[src/rtl/fetch_sequencer_pkg.sv]
// Shared definitions for the fetch sequencer: RV32I control-flow opcodes and controller states.
package fetch_sequencer_pkg;

   typedef enum logic [2:0] {
      StFetch    = 3'd0,
      StDispatch = 3'd1,
      StExec     = 3'd2,
      StError    = 3'd3,
      StTrap     = 3'd4
   } state_e;

   localparam logic [6:0] OpcJal    = 7'b1101111;
   localparam logic [6:0] OpcJalr   = 7'b1100111;
   localparam logic [6:0] OpcBranch = 7'b1100011;
   localparam logic [6:0] OpcLoad   = 7'b0000011;
   localparam logic [6:0] OpcOpImm  = 7'b0010011;
   localparam logic [6:0] OpcStore  = 7'b0100011;
   localparam logic [6:0] OpcLui    = 7'b0110111;
   localparam logic [6:0] OpcAuipc  = 7'b0010111;

   function automatic logic is_word_aligned(input logic [31:0] addr);
      return addr[1:0] == 2'b00;
   endfunction

endpackage

[src/rtl/fetch_sequencer_next_pc_calc.sv]
// Combinational next-PC selection for JAL, JALR, conditional branches and sequential flow.
module fetch_sequencer_next_pc_calc
   import fetch_sequencer_pkg::*;
(
   input  logic [31:0] pc,
   input  logic [6:0]  opcode,
   input  logic [31:0] imm_value,
   input  logic [31:0] rs1_value,
   input  logic        br_taken,
   output logic [31:0] next_pc,
   output logic        misaligned
);

   logic [31:0] seq_pc;
   logic [31:0] rel_pc;
   logic [31:0] jalr_pc;

   always_comb begin
      seq_pc  = pc + 32'd4;
      rel_pc  = pc + imm_value;
      jalr_pc = (rs1_value + imm_value) & ~32'd1;
      next_pc = seq_pc;
      case (opcode)
         OpcJal:    next_pc = rel_pc;
         OpcJalr:   next_pc = jalr_pc;
         OpcBranch: next_pc = br_taken ? rel_pc : seq_pc;
         OpcLoad, OpcStore, OpcOpImm, OpcLui, OpcAuipc: next_pc = seq_pc;
         default:   next_pc = seq_pc;
      endcase
      misaligned = !is_word_aligned(next_pc);
   end

endmodule

[src/rtl/fetch_sequencer.sv]
// Multi-cycle fetch/dispatch controller. Define MISALIGN_TRAP_EN to trap on misaligned targets
// instead of silently clearing next_pc[1:0].
module fetch_sequencer
   import fetch_sequencer_pkg::*;
#(
   parameter logic [31:0] RESET_PC      = 32'h0000_0000,
   parameter int unsigned FETCH_TIMEOUT = 16
) (
   input  logic        clk,
   input  logic        rst_n,
   output logic        imem_req,
   output logic [31:0] imem_addr,
   input  logic        imem_ack,
   input  logic [31:0] imem_rdata,
   output logic [31:0] instr,
   output logic [31:0] instr_pc,
   output logic        instr_valid,
   input  logic        ex_ready,
   input  logic        ex_done,
   input  logic [31:0] imm_value,
   input  logic [31:0] rs1_value,
   input  logic        br_taken,
   output logic [31:0] link_value,
   output logic [31:0] retire_count,
   output logic        fetch_err,
   output logic        misalign_trap,
   output logic [31:0] trap_pc
);

   localparam int unsigned CntW = $clog2(FETCH_TIMEOUT);
   localparam logic [CntW-1:0] CntMax = CntW'(FETCH_TIMEOUT - 1);

   state_e            state_q, state_d;
   logic [31:0]       pc_q, pc_d;
   logic [31:0]       instr_q, instr_d;
   logic [31:0]       instr_pc_q, instr_pc_d;
   logic [31:0]       retire_q, retire_d;
   logic [CntW-1:0]   cnt_q, cnt_d;
   logic              fetch_err_q, fetch_err_d;
   logic              imem_req_q, imem_req_d;
   logic              instr_valid_q, instr_valid_d;
   logic              retire;
   logic [31:0]       next_pc;
   logic              misaligned;

   fetch_sequencer_next_pc_calc u_next_pc_calc (
      .pc         (pc_q),
      .opcode     (instr_q[6:0]),
      .imm_value  (imm_value),
      .rs1_value  (rs1_value),
      .br_taken   (br_taken),
      .next_pc    (next_pc),
      .misaligned (misaligned)
   );

`ifdef MISALIGN_TRAP_EN
   logic              misalign_trap_q, misalign_trap_d;
   logic [31:0]       trap_pc_q, trap_pc_d;
`else
   logic              unused_misaligned;
   assign unused_misaligned = misaligned ^ (|next_pc[1:0]);
`endif

   always_comb begin
      state_d       = state_q;
      pc_d          = pc_q;
      instr_d       = instr_q;
      instr_pc_d    = instr_pc_q;
      retire_d      = retire_q;
      cnt_d         = cnt_q;
      fetch_err_d   = fetch_err_q;
      retire        = 1'b0;
`ifdef MISALIGN_TRAP_EN
      misalign_trap_d = misalign_trap_q;
      trap_pc_d       = trap_pc_q;
`endif
      case (state_q)
         StFetch: begin
            // An ack seen before our request is up belongs to a pre-reset fetch.
            if (imem_req_q && imem_ack) begin
               instr_d    = imem_rdata;
               instr_pc_d = pc_q;
               cnt_d      = '0;
               state_d    = StDispatch;
            end else if (imem_req_q) begin
               if (cnt_q == CntMax) begin
                  fetch_err_d = 1'b1;
                  state_d     = StError;
               end else begin
                  cnt_d = cnt_q + 1'b1;
               end
            end
         end
         StDispatch: begin
            if (ex_ready) begin
               if (ex_done) retire = 1'b1;
               else         state_d = StExec;
            end
         end
         StExec: begin
            if (ex_done) retire = 1'b1;
         end
         default: ;
      endcase

      if (retire) begin
`ifdef MISALIGN_TRAP_EN
         if (misaligned) begin
            trap_pc_d       = pc_q;
            misalign_trap_d = 1'b1;
            state_d         = StTrap;
         end else begin
            pc_d     = next_pc;
            retire_d = retire_q + 32'd1;
            state_d  = StFetch;
         end
`else
         pc_d     = {next_pc[31:2], 2'b00};
         retire_d = retire_q + 32'd1;
         state_d  = StFetch;
`endif
      end

      imem_req_d    = (state_d == StFetch);
      instr_valid_d = (state_d == StDispatch);
   end

   always_ff @(posedge clk or negedge rst_n) begin
      if (!rst_n) begin
         state_q       <= StFetch;
         pc_q          <= RESET_PC;
         instr_q       <= '0;
         instr_pc_q    <= '0;
         retire_q      <= '0;
         cnt_q         <= '0;
         fetch_err_q   <= 1'b0;
         imem_req_q    <= 1'b0;
         instr_valid_q <= 1'b0;
      end else begin
         state_q       <= state_d;
         pc_q          <= pc_d;
         instr_q       <= instr_d;
         instr_pc_q    <= instr_pc_d;
         retire_q      <= retire_d;
         cnt_q         <= cnt_d;
         fetch_err_q   <= fetch_err_d;
         imem_req_q    <= imem_req_d;
         instr_valid_q <= instr_valid_d;
      end
   end

`ifdef MISALIGN_TRAP_EN
   always_ff @(posedge clk or negedge rst_n) begin
      if (!rst_n) begin
         misalign_trap_q <= 1'b0;
         trap_pc_q       <= '0;
      end else begin
         misalign_trap_q <= misalign_trap_d;
         trap_pc_q       <= trap_pc_d;
      end
   end
   assign misalign_trap = misalign_trap_q;
   assign trap_pc       = trap_pc_q;
`else
   assign misalign_trap = 1'b0;
   assign trap_pc       = '0;
`endif

   assign imem_req     = imem_req_q;
   assign imem_addr    = pc_q;
   assign instr        = instr_q;
   assign instr_pc     = instr_pc_q;
   assign instr_valid  = instr_valid_q;
   assign link_value   = pc_q + 32'd4;
   assign retire_count = retire_q;
   assign fetch_err    = fetch_err_q;

endmodule

[config.mk]
export PLATFORM = sky130hd
export DESIGN_NAME = fetch_sequencer
export DESIGN_NICKNAME = d
export VERILOG_FILES = /design/src/rtl/fetch_sequencer_pkg.sv /design/src/rtl/fetch_sequencer_next_pc_calc.sv /design/src/rtl/fetch_sequencer.sv
export SDC_FILE = /design/constraint.sdc
export NUM_CORES = 1
export LEC_CHECK = 0
export ABC_AREA = 1
export CAP_MARGIN = 10
export CORE_MARGIN = 10
export CORE_UTILIZATION = 40
export CTS_CLUSTER_SIZE = 20
export DETAILED_ROUTE_END_ITERATION = 8
export PLACE_DENSITY = 0.73
export SETUP_SLACK_MARGIN = 0.3
export SYNTH_ARGS = -nofsm -noshare
export SYNTH_HDL_FRONTEND = slang
export SYNTH_SLANG_ARGS = --single-unit
[constraint.sdc]
create_clock -name clk -period 5.68 [get_ports clk]
set_clock_uncertainty 0.1 [all_clocks]
set_input_delay 1.42 -clock clk [delete_from_list [all_inputs] [get_ports clk]]
set_output_delay 1.42 -clock clk [all_outputs]
set_load 0.02 [all_outputs]
==> results.json <==
{
  "status": "complete, no violations",
  "area_delta_synth_final_pct": 29.25,
  "powerDensity_nw_per_um2": 438.8,
  "die-height_um": 192.8,
  "worstSetupPathType": "reg -> out",
  "cts_max_level": 4,
  "first_pass_iters": 6,
  "synth_warnings": 0,
  "period_share_pct": 77.79,
  "cts_hold_buf": 0,
  "antenna_found_initial": 0,
  "io_pins": 298,
  "setup_tns_ps": 0,
  "slew_headroom_pct": 38.74,
  "portBuffers": 258,
  "post_drt_wl_per_cell_um": 17.06,
  "cts.sinks": 134,
  "clk_pin_slew_ps": 60,
  "grt_use_met2_pct": 38.48,
  "syn_area_per_cell_um2": 6.155,
  "wirelength_mm": 44.29,
  "grt_max_degree": 102,
  "fill_cells": 2948,
  "clockBufferDepth": 2,
  "post-place-cells": 2564,
  "syn_inst": 1941,
  "cts_root_buffer": "clkbuf_16",
  "post_cts_buffers": 0,
  "crit_arrival_ps": 2900,
  "core_area_um2": 29560,
  "gr-usage-met3_pct": 4.228,
  "drive_above_1_share_pct": 4.125,
  "whs_ps": 368.0,
  "synth_area_um2": 11950,
  "irDropWorstVdd_v": 0.0002444,
  "synth-seq-cells": 134,
  "cts_resized": 0,
  "r2r_cells": 15,
  "insertion_delay_ps": 430,
  "grt.busiest_layer": "met2",
  "fmax_mhz": 226.3,
  "grt_pass1_vias": 12630,
  "maxCapViolCount": 0,
  "use_met1_pct": 29.48,
  "dieWidth_um": 192.8,
  "synth_cell_types": 45,
  "finalSetupViolCount": 0,
  "crit_path_end_kind": "primary output",
  "dp_hpwl_mm": 36.79,
  "ant_nets": 0,
  "cts_tree": "built",
  "startpoint_type": "flip-flop",
  "gp_congestion": 0.9767,
  "maxSlewViolCount": 0,
  "ys_seq_area_share_pct": 28.07,
  "diodes": 0,
  "num_vias": 12840,
  "p_leak_nw": 8.215,
  "cts_buffers": 17,
  "finalNetCount": 2358,
  "grt_usage_pct": 23.16,
  "hold_depth": 1,
  "tightest_slew_ps": 918.9,
  "start_util_pct": 40.41,
  "die-area_um2": 37180,
  "worst-path-max-fanout": 7,
  "final_hold_viol_count": 0,
  "drc": 0,
  "cp.required_ps": 4160,
  "drt-initial-drc-count": 928,
  "grt_pass1_wl_mm": 67.43,
  "rows": 63,
  "hold_path.class": "reg -> reg",
  "overflow": 0,
  "rsz0062_at_grt": "no",
  "stdcell_count": 2596,
  "fin_crit_ps": 4418,
  "routed_via_density": 4.946
}
## path summary, 6_finish.rpt
kind	start	to	slack [ps]
min reg2reg	retire_count[31]	retire_count[31]	370
min	retire_count[31]	retire_count[31]	370
max	imem_addr[2]	link_value[20]	1260
max reg2reg	imem_addr[2]	imem_addr[30]	2920
max in group asynchronous	rst_n	imem_addr[31]	3450
min in group asynchronous	rst_n	instr_pc[2]	1000
## power breakdown
part           leakage, nW  internal [mW]  switching, mW
sequential            1.61           1.30          0.393
clock                0.312          0.801          0.426
combinational         6.29           1.48           2.38
total                 8.21           3.57           3.20
## cell usage after synthesis, drive strengths merged
cell / count / area (um^2)
inv: 331 / 1242
nor3b: 1 / 12.51
xor2: 35 / 306.5
o22ai: 2 / 12.51
a21boi: 6 / 45.04
buf: 54 / 372.8
nand3: 134 / 690.7
and3: 2 / 12.51
o21bai: 10 / 75.07
o21ai: 65 / 325.3
dfrtp: 134 / 3353
a21oi: 56 / 280.3
a32oi: 2 / 17.52
xnor2: 16 / 140.1
ha: 62 / 775.7
o31ai: 2 / 15.01
or2: 7 / 43.80
nor3: 38 / 247.7
and2: 4 / 25.02
conb: 1 / 3.750
o211ai: 4 / 30.03
nand4: 20 / 131.4
fa: 1 / 20.02
nor2: 159 / 660.6
a31oi: 4 / 25.02
clkbuf: 14 / 52.55
nand2: 751 / 2841
nor4: 11 / 75.07
nand3b: 15 / 112.6
## worst max-delay path, cell delays in order (launching register included)
cell and delay (ps):
dfrtp_1 550, ha_1 250, inv_1 110, nor2_8 170, nand2_4 90, nor2_4 220
nand2_2 120, o21ai_1 140, nand2_1 110, inv_1 100, clkdlybuf4s50_1 620
## cell type report
cell class              count  area, um^2  area share [%]
well taps                 390       488.0           3.160
clock buffers              20       456.7           2.958
multi-input cells        1446        7079           45.85
inverters                 331        1242           8.046
repair buffers            263        2621           16.98
flip-flops and latches    134        3353           21.72
clock inverters            12       200.2           1.296
## layer usage
layer  routed length (um)  vias to the layer above
li1                     -                     6470
met1                19360                     5873
met2                20620                      428
met3                 3027                       69
met4                 1282                        0
met5                    0                        -
## state kept, by name (all words and copies together) (netlist names)
signal	count
instr	32
retire_count	32
imem_addr	30
instr_pc	30
cnt_q	4
state_q	3
fetch_err	1
imem_req	1
instr_valid	1
## cells by family (layout without fill, tap and decap cells)
kind of cell	after synthesis	after routing	synth area share (%)
XOR/XNOR	51	51	3.739
AND/OR/NAND/NOR	1142	1142	40.63
flip-flops	134	134	28.07
other	1	39	0.03139
AO/OA/AOI/OAI	151	151	6.912
buffers and inverters	399	626	13.96
adder cells (fa/ha/maj)	63	63	6.661
## stage by stage
step                worst slack [ps]  instance area [um^2]  power, mW  util (%)
CTS                             1259                 15440      6.791     52.24
global route                    1193                 15440      7.244     52.24
finish                          1262                 15440      6.775     52.24
floorplan                       2490                 12090      3.898         -
detailed placement              1622                 14780      5.540     50.01
global placement                1684                 14780      5.483     50.01
## layout by cell type (no fill, tap or decap), types with 5 or more instances in the layout
master	Yosys	layout
inv_2	12	12
nor3_2	7	7
o21bai_1	10	10
nor3_1	29	29
conb_1	1	39
nand3b_1	15	15
nand2_1	746	745
clkdlybuf4s50_1	0	257
ha_1	62	62
a21boi_0	6	6
xnor2_1	16	16
nor4_1	10	10
nand4_1	19	19
o21ai_0	51	51
inv_1	319	319
xor2_1	35	35
buf_4	39	5
nor2_2	10	10
or2_2	6	6
nand3_1	130	130
nor2_1	145	145
dfrtp_1	134	134
bufinv_16	0	5
o21ai_1	14	14
clkbuf_16	0	17
a21oi_1	56	56
(Power assumes the default switching activity.)
